[src/rtl/bumper_hit_controller.sv]
// Bumper hit sequencer: edge-detects per-bumper collisions, grants them round-robin
// and runs a frame-timed flash then cooldown per grant, with score pulse and hit count.
module bumper_hit_controller #(
  parameter int FLASH_FRAMES    = 8,
  parameter int BLINK_FRAMES    = 2,
  parameter int COOLDOWN_FRAMES = 16
) (
  input  logic       clk,
  input  logic       reset,
  input  logic       startOfFrame,
  input  logic       enable,
  input  logic [3:0] collision,
  output logic [3:0] hitFlash,
  output logic [1:0] activeBumper,
  output logic       busy,
  output logic       scorePulse,
  output logic [7:0] hitCount
);
  // state   | meaning
  // S_IDLE  | waiting for enable and a pending request
  // S_FLASH | granted bumper blinks for FLASH_FRAMES frames
  // S_COOL  | quiet period of COOLDOWN_FRAMES frames before the next grant
  typedef enum logic [1:0] {S_IDLE, S_FLASH, S_COOL} state_t;

  localparam logic [7:0] FLASH_TC = 8'(FLASH_FRAMES);
  localparam logic [7:0] COOL_TC  = 8'(COOLDOWN_FRAMES);
  localparam logic [3:0] BLINK_TC = 4'(BLINK_FRAMES);

  state_t     state_q, state_d;
  logic [3:0] pending_q, pending_d;
  logic [3:0] coll_hist_q;
  logic [1:0] ptr_q, ptr_d;
  logic [1:0] active_q, active_d;
  logic [7:0] timer_q, timer_d;
  logic [3:0] blink_q, blink_d;
  logic       phase_q, phase_d;
  logic [7:0] hit_count_q, hit_count_d;
  logic [3:0] hit_flash_q, hit_flash_d;
  logic       busy_q, busy_d;
  logic       score_q, score_d;

  logic [3:0] rise, ignore_mask, grant_mask;
  logic [1:0] idx, grant_idx;
  logic       grant_found, grant;

  // Round-robin search upward from the pointer, wrapping 3 -> 0.
  always_comb begin
    idx         = 2'd0;
    grant_found = 1'b0;
    grant_idx   = ptr_q;
    for (int k = 0; k < 4; k++) begin
      idx = ptr_q + 2'(k);
      if (!grant_found && pending_q[idx]) begin
        grant_found = 1'b1;
        grant_idx   = idx;
      end
    end
  end

  always_comb begin
    state_d     = state_q;
    ptr_d       = ptr_q;
    active_d    = active_q;
    timer_d     = timer_q;
    blink_d     = blink_q;
    phase_d     = phase_q;
    hit_count_d = hit_count_q;
    grant       = 1'b0;

    rise        = collision & ~coll_hist_q;
    ignore_mask = (state_q == S_FLASH) ? (4'b0001 << active_q) : 4'b0000;

    case (state_q)
      S_IDLE: begin
        if (enable && grant_found) begin
          grant    = 1'b1;
          state_d  = S_FLASH;
          active_d = grant_idx;
          ptr_d    = grant_idx + 2'd1;
          timer_d  = FLASH_TC;
          blink_d  = BLINK_TC;
          phase_d  = 1'b1;
          if (hit_count_q != 8'hFF) hit_count_d = hit_count_q + 8'd1;
        end
      end
      S_FLASH: begin
        if (startOfFrame) begin
          if (timer_q == 8'd1) begin
            if (COOLDOWN_FRAMES == 0) begin
              state_d = S_IDLE;
            end else begin
              state_d = S_COOL;
              timer_d = COOL_TC;
            end
          end else begin
            timer_d = timer_q - 8'd1;
          end
          if (blink_q == 4'd1) begin
            blink_d = BLINK_TC;
            phase_d = ~phase_q;
          end else begin
            blink_d = blink_q - 4'd1;
          end
        end
      end
      S_COOL: begin
        if (startOfFrame) begin
          if (timer_q == 8'd1) state_d = S_IDLE;
          else                 timer_d = timer_q - 8'd1;
        end
      end
      default: state_d = S_IDLE;
    endcase

    grant_mask = grant ? (4'b0001 << grant_idx) : 4'b0000;
    pending_d  = (pending_q & ~grant_mask) | (rise & ~ignore_mask);

    // Disable flushes the queue but keeps pointer, count and last active bumper.
    if (!enable) begin
      state_d   = S_IDLE;
      pending_d = 4'b0000;
    end

    score_d     = grant;
    busy_d      = (state_d != S_IDLE);
    hit_flash_d = (state_d == S_FLASH && phase_d) ? (4'b0001 << active_d) : 4'b0000;
  end

  always_ff @(posedge clk or posedge reset) begin
    if (reset) begin
      state_q     <= S_IDLE;
      pending_q   <= 4'b0000;
      coll_hist_q <= 4'b0000;
      ptr_q       <= 2'd0;
      active_q    <= 2'd0;
      timer_q     <= 8'd0;
      blink_q     <= 4'd0;
      phase_q     <= 1'b0;
      hit_count_q <= 8'd0;
      hit_flash_q <= 4'b0000;
      busy_q      <= 1'b0;
      score_q     <= 1'b0;
    end else begin
      state_q     <= state_d;
      pending_q   <= pending_d;
      coll_hist_q <= collision;
      ptr_q       <= ptr_d;
      active_q    <= active_d;
      timer_q     <= timer_d;
      blink_q     <= blink_d;
      phase_q     <= phase_d;
      hit_count_q <= hit_count_d;
      hit_flash_q <= hit_flash_d;
      busy_q      <= busy_d;
      score_q     <= score_d;
    end
  end

  assign hitFlash     = hit_flash_q;
  assign activeBumper = active_q;
  assign busy         = busy_q;
  assign scorePulse   = score_q;
  assign hitCount     = hit_count_q;
endmodule

[config.mk]
export PLATFORM = sky130hd
export DESIGN_NAME = bumper_hit_controller
export DESIGN_NICKNAME = d
export VERILOG_FILES = /design/src/rtl/bumper_hit_controller.sv
export SDC_FILE = /design/constraint.sdc
export NUM_CORES = 1
export LEC_CHECK = 0
export CAP_MARGIN = 10
export CORE_MARGIN = 2
export CORE_UTILIZATION = 28
export CTS_BUF_LIST = sky130_fd_sc_hd__clkbuf_4 sky130_fd_sc_hd__clkbuf_8
export DETAILED_ROUTE_END_ITERATION = 10
export PLACE_DENSITY = 0.5
export REMOVE_ABC_BUFFERS = 1
export SLEW_MARGIN = 10
export SYNTH_ARGS = -nofsm -noshare
export SYNTH_HDL_FRONTEND = slang
export SYNTH_SLANG_ARGS = --single-unit
export TNS_END_PERCENT = 20
[constraint.sdc]
create_clock -name clk -period 5.28 [get_ports clk]
set_input_delay 0.792 -clock clk [delete_from_list [all_inputs] [get_ports clk]]
set_output_delay 0.792 -clock clk [all_outputs]
set_load 0.01 [all_outputs]
==> flow_metrics.tcl <==
set metrics [dict create \
    outcome "finished clean" \
    clock-skew-final_ns 0.007550 \
    rsz0062_at_grt "no" \
    ctsHoldBuffers 0 \
    die_y_um 92.81 \
    power.density_mw_per_mm2 393.2 \
    utilization_pct 34.23 \
    cp_cell_sequence "clkdlybuf4s50_1 > nor4b_1 > a21oi_1 > a211oi_1 > nand3_2 > nor3b_2" \
    cts_tree "done" \
    cp-start-kind "primary input" \
    cap_violations 0 \
    grt_max_degree 42 \
    fillers 812 \
    yosysSeqAreaShare_pct 46.46 \
    min_period_over_period_pct 48.21 \
    synth_edf_count 0 \
    dieWidth_um 92.81 \
    syn-cell-area_mm2 0.002208 \
    final.setup.tns_ns 0 \
    critPathArrivalTime_ns 2.76 \
    track_usage_pct 11.87 \
    syn_area_per_cell_um2 9.903 \
    path_clk_slew_ns 0.08 \
    nets 269 \
    async_flop_share_pct 100.0 \
    dieArea_mm2 0.008614 \
    yosys_register_bits 41 \
    cts_sinks 41 \
    port_buffers 23 \
    start_util_pct 28.73 \
    insertion_delay_ns 0.29 \
    drive_gt1_share_pct 6.855 \
    core_region_area_mm2 0.007687 \
    hold_violations 0 \
    grt_pass1_vias 1625 \
    htree_levels 2 \
    grt_pass1_wl_mm 8.045 \
    areaGrowthSynthToFinish_pct 19.15 \
    cts_buffer_depth 2 \
    first_pass_iters 4 \
    root_buffer "clkbuf_8" \
    diodes 0 \
    yosysWarnings 0 \
    drtIter0Drc 63 \
    antenna_found_initial 0 \
    synth-main-ff-cell "dfrtp_1" \
    synth_area_leaders "dfrtp_1 46%, ha_1 7.4%, nand2_1 4.4%" \
    ios 24 \
    holdWs_ns 0.5018 \
    maxSlewHeadroom_pct 42.63 \
    critPathBufInv 1 \
    cts_made_buffers 5 \
    gp_congestion 0.8075 \
    crit_type "in2reg" \
    crit_slowest_cell "clkdlybuf4s50_1" \
    overflow 0 \
    end_kind "flip-flop" \
    dp_hpwl_mm 3.261 \
    wl_mm 4.637 \
    post-cts-setup-buffers 0 \
    yosysTopAreaCellShare_pct 46.46 \
    ir_drop_v 0.0001637 \
    critPathMaxFanout 6 \
    crit_family "simple AND/OR/NAND/NOR gates" \
    min_period_ns 2.546 \
    ys_types 52 \
    wl_per_cell_um 13.25 \
    vias 1690 \
    drc_errors 0 \
    hold_path_class "reg2reg" \
    via_per_inst 4.829 \
    ys_top_cells_by_count "41 x dfrtp_1, 26 x nand2_1, 15 x inv_1" \
    setup_viol 0 \
    antenna_left 0 \
    cp.required_ns 5.50 \
    critPathMaxStageDelay_ns 0.59 \
    p_leak_uw 0.001112 \
    synthMostInstantiatedCell "dfrtp_1" \
    tightestPinTransition_ns 0.8554 \
    num_rows 32 \
    synth_cells 223 \
    slew_viol_final 0 \
    synth_top_cell_by_area "dfrtp_1" \
    post_cts_resized 0 \
    max_freq_mhz 392.8 \
]
==> stage by stage <==
stage	cells	setup WS (ns)	instance area [um2]	total power, uW
final	350	2.734	2631	1035
after global routing	350	2.480	2631	1131
after CTS	350	2.513	2631	1053
after detailed placement	343	2.274	2541	834.7
after global placement	343	2.375	2541	831.3
after floorplan	217	3.110	2176	687.1
==> logic make-up after synthesis <==
family                     synth area share [%]
AOI/OAI and AO/OA                         17.79
muxes                                     1.190
buffers and inverters                     4.192
and+or+nand+nor                           20.23
xor gates and xnor gates                  2.776
DFF                                       46.46
adders and majority gates                 7.366
==> final cells by class <==
type	count	area, um2	area share (%)
clock buffers	6	82.58	3.138
clock inverters	1	7.507	0.2853
inverters	16	60.06	2.282
multi-input cells	160	1090	41.42
flip-flops and latches	41	1026	38.99
well taps	102	127.6	4.850
repair buffers	24	237.7	9.035
==> per-layer routing <==
layer,share of wire [%],track usage (%)
met3,3.6,3.662
met1,50,16.59
met4,1.2,3.064
met5,0,0
met2,45,17.81
==> cell usage in the layout, fill, tap and decap left out, types with 3 or more instances in the layout <==
| cell | count |
|---|---|
| dfrtp_1 | 41 |
| nand2_1 | 26 |
| clkdlybuf4s50_1 | 23 |
| inv_1 | 15 |
| o21ai_0 | 13 |
| ha_1 | 13 |
| a21oi_1 | 11 |
| nor2_1 | 10 |
| nor2b_1 | 10 |
| nand3_1 | 6 |
| nor3_1 | 6 |
| xnor2_1 | 6 |
| clkbuf_8 | 6 |
| nor3b_1 | 5 |
| nand2b_1 | 4 |
| o21ai_1 | 3 |
| o31ai_1 | 3 |
| a2bb2oi_1 | 3 |
==> worst paths after layout <==
check / from / endpoint / slack (ns) / cells past startpoint
setup / recovery: startOfFrame / hitFlash[1] / 2.73 / 6
hold / removal: blink_q[3] / blink_q[3] / 0.50 / 1
setup reg to reg: state_q[1] / blink_q[3] / 2.84 / 7
hold reg to reg: blink_q[3] / blink_q[3] / 0.50 / 1
max in group asynchronous: reset / timer_q[1] / 3.98 / 3
min in group asynchronous: reset / blink_q[1] / 0.92 / 3
==> power breakdown <==
part | total [uW] | internal (uW) | switching (uW) | leakage (uW)
Combinational | 372 | 177 | 194 | 0.000546
Clock | 210 | 103 | 107 | 0.0000433
Sequential | 452 | 377 | 75.5 | 0.000522
Total | 1030 | 657 | 377 | 0.00111
==> worst reg2reg max path, stage by stage, from the launching register on <==
cell and delay [ns]:
dfrtp_1 0.45, inv_1 0.10, ha_1 0.51, nor2_1 0.13, a211oi_1 0.74, o21ai_0 0.20, nand2_1 0.11, o21ai_0 0.07
==> registers in the layout, indices dropped and copies added, names as in the netlist <==
register      count
busy              1
coll_hist_q       4
hitCount          8
state_q           2
blink_q           4
phase_q           1
timer_q           8
activeBumper      2
scorePulse        1
hitFlash          4
ptr_q             2
pending_q         4
No activity file was read; power rests on OpenSTA's default activity.
